## config.mk

```make
export PLATFORM = sky130hd
export DESIGN_NAME = mem_arbiter
export DESIGN_NICKNAME = d
export VERILOG_FILES = /design/src/rtl/mem_arb_pkg.sv /design/src/rtl/mem_arbiter.sv
export SDC_FILE = /design/constraint.sdc
export NUM_CORES = 1
export LEC_CHECK = 0
export BUFFER_PORTS_ARGS = -buffer_cell sky130_fd_sc_hd__clkbuf_2
export CAP_MARGIN = 30
export CORE_UTILIZATION = 30
export DETAILED_ROUTE_END_ITERATION = 10
export GPL_ROUTABILITY_DRIVEN = 0
export GPL_TIMING_DRIVEN = 1
export PLACE_DENSITY = 0.52
export SYNTH_ARGS = -nofsm -noshare
export SYNTH_HDL_FRONTEND = slang
export SYNTH_SLANG_ARGS = --single-unit
```

## constraint.sdc

```tcl
create_clock -name clk -period 4.7 [get_ports clk]
set_input_delay 0.94 -clock clk [delete_from_list [all_inputs] [get_ports clk]]
set_output_delay 0.94 -clock clk [all_outputs]
set_load 0.01 [all_outputs]
```

## src/rtl/mem_arb_pkg.sv

```systemverilog
// Shared types for the two-port memory arbiter: FSM states, grant owner, default latency.
package mem_arb_pkg;

    typedef enum logic [1:0] {IDLE, ACCESS, DONE} state_t;
    typedef enum logic {INSTR, DATA} grant_t;

    localparam int DEF_LATENCY = 2;

endpackage

```

## src/rtl/mem_arbiter.sv

```systemverilog
// Round-robin arbiter sharing one data memory between an instruction read port
// and a data read/write port; each transaction takes LATENCY access cycles plus one ack cycle.
module mem_arbiter
    import mem_arb_pkg::*;
#(
    parameter int LATENCY = DEF_LATENCY,
    parameter int AW      = 32,
    parameter int DW      = 32
) (
    input  logic          clk,
    input  logic          rst,
    input  logic          i_req,
    input  logic [AW-1:0] i_addr,
    output logic          i_ack,
    output logic [DW-1:0] i_rdata,
    input  logic          d_req,
    input  logic          d_we,
    input  logic [AW-1:0] d_addr,
    input  logic [DW-1:0] d_wdata,
    output logic          d_ack,
    output logic [DW-1:0] d_rdata,
    output logic [AW-1:0] address,
    output logic [DW-1:0] Writedata,
    output logic          memread,
    output logic          memwrite,
    input  logic [DW-1:0] readdata,
    output logic          busy
);

    state_t     state, nstate;
    grant_t     grant, last_grant, win;
    logic [3:0] cnt;
    logic       we_q;

    // On a tie the port that lost last time wins.
    always_comb begin
        win = INSTR;
        if (i_req && d_req)
            win = (last_grant == INSTR) ? DATA : INSTR;
        else if (d_req)
            win = DATA;
    end

    always_ff @(posedge clk) begin
        if (rst) state <= IDLE;
        else     state <= nstate;
    end

    always_comb begin
        nstate = state;
        case (state)
            IDLE:    if (i_req || d_req) nstate = ACCESS;
            ACCESS:  if (cnt == 4'd0)    nstate = DONE;
            DONE:    nstate = IDLE;
            default: nstate = IDLE;
        endcase
    end

    // Write strobe only in the last access cycle so memory sees a single write edge.
    always_comb begin
        busy     = (state != IDLE);
        memread  = (state == ACCESS) && !we_q;
        memwrite = (state == ACCESS) && we_q && (cnt == 4'd0);
        i_ack    = (state == DONE) && (grant == INSTR);
        d_ack    = (state == DONE) && (grant == DATA);
    end

    always_ff @(posedge clk) begin
        if (rst) begin
            cnt        <= 4'd0;
            grant      <= INSTR;
            last_grant <= INSTR;
            we_q       <= 1'b0;
            address    <= '0;
            Writedata  <= '0;
            i_rdata    <= '0;
            d_rdata    <= '0;
        end else begin
            case (state)
                IDLE: if (i_req || d_req) begin
                    grant      <= win;
                    last_grant <= win;
                    cnt        <= 4'(LATENCY - 1);
                    if (win == DATA) begin
                        address   <= d_addr;
                        Writedata <= d_wdata;
                        we_q      <= d_we;
                    end else begin
                        address   <= i_addr;
                        we_q      <= 1'b0;
                    end
                end
                ACCESS: begin
                    if (cnt != 4'd0)
                        cnt <= cnt - 4'd1;
                    else if (!we_q) begin
                        if (grant == DATA) d_rdata <= readdata;
                        else               i_rdata <= readdata;
                    end
                end
                default: ;
            endcase
        end
    end

endmodule

```

==> metrics.txt <==
# TYPE chip_impl_metric gauge
chip_impl_info{name="outcome",value="complete, no violations"} 1
chip_impl_metric{name="clk_pin_slew",unit="ns"} 0.06
chip_impl_info{name="yosys-top-cells-area",value="dfxtp_1, mux2i_1, nand2_1"} 1
chip_impl_info{name="timing.critical_path.cells",value="inv_1 > ha_1 > nor3b_1 > and3_1 > clkbuf_2"} 1
chip_impl_metric{name="setup_tns",unit="ns"} 0
chip_impl_metric{name="synth_sequential_area_ratio",unit="%"} 50.06
chip_impl_metric{name="net_switching_fraction_of_the_power",unit="%"} 29.36
chip_impl_info{name="ys_top_cells_by_count",value="nand2_1, dfxtp_1, a21oi_1"} 1
chip_impl_metric{name="die-width",unit="µm"} 136.6
chip_impl_metric{name="layout.nets",unit=""} 997
chip_impl_metric{name="yosys.cell_types.count",unit=""} 39
chip_impl_metric{name="timing.final.ws_setup",unit="ns"} 1.858
chip_impl_metric{name="final-setup-viol-count",unit=""} 0
chip_impl_metric{name="max_freq",unit="GHz"} 0.3519
chip_impl_metric{name="timing.hold.worst_path_depth",unit=""} 2
chip_impl_metric{name="fill_cells",unit=""} 1793
chip_impl_metric{name="worst_ir_drop_vdd",unit="mV"} 0.2632
chip_impl_metric{name="maxCapViolations",unit=""} 0
chip_impl_metric{name="final_core_util",unit="%"} 42.85
chip_impl_info{name="cts.root.buffer_cell",value="clkbuf_16"} 1
chip_impl_metric{name="p_leak",unit="µW"} 0.003541
chip_impl_metric{name="drt-total-wl",unit="µm"} 16600
chip_impl_metric{name="postSynth.asyncResetShare",unit="%"} 0
chip_impl_info{name="worst-setup-path-type",value="flop to primary output"} 1
chip_impl_metric{name="holdWs",unit="ns"} 0.4551
chip_impl_metric{name="grt_remaining_overflow",unit=""} 0
chip_impl_metric{name="crit_buf_inv",unit=""} 2
chip_impl_metric{name="timing_max_transition_violations_final",unit=""} 0
chip_impl_metric{name="netlist_instances",unit=""} 624
chip_impl_metric{name="pwr-share-seq",unit="%"} 41.5
chip_impl_metric{name="yosys_warnings",unit=""} 0
chip_impl_metric{name="die_area",unit="mm²"} 0.01867
chip_impl_metric{name="post-route-period-util",unit="%"} 60.47
chip_impl_metric{name="post_cts.resized_instances",unit=""} 0
chip_impl_metric{name="effective_utilization_at_floorplan",unit="%"} 31.12
chip_impl_info{name="yosys.cell_count.top_type",value="nand2_1"} 1
chip_impl_info{name="r2r_end",value="i_rdata[12]$_SDFFE_PP0P_"} 1
chip_impl_metric{name="synth_fp_nets",unit=""} 759
chip_impl_metric{name="power_switching",unit="µW"} 923.4
chip_impl_metric{name="cts-buffers-inserted",unit=""} 17
chip_impl_metric{name="floorplan.io_pins",unit=""} 266
chip_impl_info{name="startpoint_of_the_worst_register_to_register_path",value="cnt[0]$_SDFFE_PP0P_"} 1
chip_impl_metric{name="skew_final",unit="ns"} 0.01379
chip_impl_metric{name="max_slew_headroom_at_the_worst_pin",unit="%"} 34.41
chip_impl_info{name="rsz0062_at_grt",value="false"} 1
chip_impl_metric{name="tightestPinTransition",unit="ns"} 0.9814
chip_impl_metric{name="core_region_area",unit="mm²"} 0.01748
chip_impl_metric{name="antenna_found_initial",unit=""} 0
chip_impl_metric{name="reg2reg_slack",unit="ns"} 2.43
chip_impl_metric{name="detailedRoute.firstPassIterationCount",unit=""} 4
chip_impl_metric{name="post-cts-setup-buffer-count",unit=""} 0
chip_impl_info{name="post-synth-top-area-cell",value="dfxtp_1"} 1
chip_impl_metric{name="drt_first_iter_violations",unit=""} 222
chip_impl_metric{name="routedWlPerCell",unit="µm"} 15.09
chip_impl_metric{name="first_pass_grt_wire_length",unit="µm"} 25100
chip_impl_metric{name="synth_seq_cells",unit=""} 136
chip_impl_metric{name="dpl.hpwl",unit="µm"} 10980
chip_impl_metric{name="drt.antenna.violating_nets",unit=""} 0
chip_impl_metric{name="maximum_number_of_pins_on_one_net_before_global_route_repair",unit=""} 72
chip_impl_metric{name="post_synth_edffs",unit=""} 0
chip_impl_metric{name="die_y",unit="µm"} 136.6
chip_impl_metric{name="share_of_power_burned_in_the_clock_network",unit="%"} 40.6
chip_impl_metric{name="antenna_cells",unit=""} 0
chip_impl_info{name="worst_setup_path_startpoint",value="cnt[0]$_SDFFE_PP0P_"} 1
chip_impl_info{name="start_kind",value="flop"} 1
chip_impl_metric{name="first_global_vias",unit=""} 4919
chip_impl_metric{name="clock_sinks",unit=""} 136
chip_impl_metric{name="multi_input_comb_area",unit="mm²"} 0.002480
chip_impl_metric{name="final_cells",unit=""} 1100
chip_impl_metric{name="number_of_cells_after_detailed_placement",unit=""} 1068
chip_impl_info{name="timing.hold.worst.start",value="d_rdata[25]$_SDFFE_PP0P_"} 1
chip_impl_metric{name="route.detailed.vias_per_inst",unit=""} 4.835
chip_impl_metric{name="critPathRequiredTime",unit="ns"} 3.76
chip_impl_metric{name="cts_hold_buf",unit=""} 0
chip_impl_metric{name="crit_path_max_fanout",unit=""} 5
chip_impl_info{name="yosys_most_used_dff",value="dfxtp_1"} 1
chip_impl_metric{name="layout_area_growth_over_synthesis",unit="%"} 37.68
chip_impl_metric{name="power_per_cell_area",unit="mW/mm²"} 420.0
chip_impl_info{name="tritoncts",value="done"} 1
chip_impl_metric{name="post-place-ws",unit="ns"} 1.873
chip_impl_metric{name="ctsHtreeMaxLevel",unit=""} 4
chip_impl_metric{name="synthesis.area_per_instance",unit="µm²"} 8.716
chip_impl_info{name="critical_path.slowest_cell",value="nor3b_1"} 1
chip_impl_metric{name="period_needed",unit="ns"} 2.842
chip_impl_metric{name="drive_gt1_share",unit="%"} 35.89
chip_impl_metric{name="hold_violations",unit=""} 0
chip_impl_metric{name="critPathArrivalTime",unit="ns"} 1.90
chip_impl_metric{name="placement.io_buffers",unit=""} 265
chip_impl_metric{name="synth.cell_area",unit="mm²"} 0.005439
chip_impl_metric{name="synth_top_area_share",unit="%"} 50.06
chip_impl_metric{name="final-seq-area",unit="mm²"} 0.002723
chip_impl_info{name="hold_class",value="flop to flop"} 1
chip_impl_metric{name="clk-insertion-delay-late",unit="ns"} 0.42
chip_impl_metric{name="globalRouteTotalUtil",unit="%"} 17.40
chip_impl_metric{name="drc",unit=""} 0
chip_impl_metric{name="crit_path_max_incr_delay",unit="ns"} 0.47
chip_impl_metric{name="intPower",unit="µW"} 2222
chip_impl_metric{name="placementRows",unit=""} 48
chip_impl_metric{name="combPwrFrac",unit="%"} 17.9
chip_impl_metric{name="clockBufferDepth",unit=""} 2
chip_impl_metric{name="reg2reg_depth",unit=""} 6
chip_impl_metric{name="routed-via-count",unit=""} 5319
chip_impl_info{name="crit_end_category",value="primary output"} 1
chip_impl_info{name="cpLargestDelayFamily",value="simple AND/OR/NAND/NOR gates"} 1
chip_impl_info{name="whs_endpoint",value="d_rdata[25]$_SDFFE_PP0P_"} 1
[cell usage in the layout (no fill, tap or decap), types with 3 or more instances in the layout]
cell / netlist / routed
a21oi_1: 67 / 67
a311oi_1: 32 / 32
buf_4: 1 / 9
clkbuf_16: 0 / 17
clkbuf_2: 0 / 265
clkinvlp_4: 0 / 5
dfxtp_1: 136 / 136
inv_1: 3 / 3
inv_6: 0 / 3
mux2i_1: 64 / 64
nand2_1: 164 / 164
nand3_1: 33 / 33
o21ai_0: 36 / 36
or4_1: 3 / 3
[registers in the layout, indices dropped and copies added (netlist names)]
name,count
d_rdata,32
Writedata,32
last_grant,1
i_rdata,32
cnt,4
we_q,1
address,32
state,2
[power by group through the flow]
stage,sequential (µW),combinational [µW],clock (µW)
final,1310,562,1280
after floorplan,1360,291,0
after global placement,1330,566,0
after detailed placement,1330,568,0
after CTS,1310,569,1310
after global routing,1320,621,1360
[through the flow]
stage | instance area [µm²] | total power [µW]
4_1_cts | 7488 | 3188
6_report | 7488 | 3145
3_5_place_dp | 6924 | 1897
2_1_floorplan | 5439 | 1655
5_1_grt | 7488 | 3304
3_3_place_gp | 6897 | 1893
[worst reg2reg max path: cells and delay by family, from the launching register on]
| kind | cells | cell delay (ns) |
|---|---|---|
| adder cells (fa/ha/maj) | 1 | 0.21 |
| AND/OR/NAND/NOR | 2 | 1.12 |
| flip-flops | 1 | 0.31 |
| multiplexers | 1 | 0.12 |
| buffers and inverters | 2 | 0.39 |
[layout make-up]
class                           count  area share [%]
Clock buffer                       19           5.915
Clock inverter                     13           1.621
Inverter                            5          0.2506
Multi-Input combinational cell    427           33.12
Sequential cell                   136           36.36
Tap cell                          225           3.759
Timing Repair Buffer              275           18.98
[cells by family after synthesis]
logic type,Yosys count,share of synthesized area (%)
AOI/OAI and AO/OA,142,15.67
and+or+nand+nor,219,17.30
adders and majority gates,2,0.4600
buffers and inverters,61,4.739
muxes,64,11.78
DFF,136,50.06
[worst max path at each step]
stage	endpoint	slack, ns	cells past startpoint
floorplan	memwrite	2.60	4
detailed placement	address[1]$_SDFFE_PP0P_	1.87	5
global placement	address[2]$_SDFFE_PP0P_	1.91	5
CTS	memwrite	1.83	5
finish	memwrite	1.86	5
global route	memwrite	1.66	5
[layer usage]
metal / track usage, % / vias to the layer above / part of all wire, %
met3: 6.704 / 24 / 9.3
li1: - / 2646 / -
met5: 0 / - / 0
met1: 21.83 / 2431 / 44
met2: 26.96 / 218 / 44
met4: 6.173 / 0 / 2.2
Note: power is estimated with default switching activity, not from simulation.
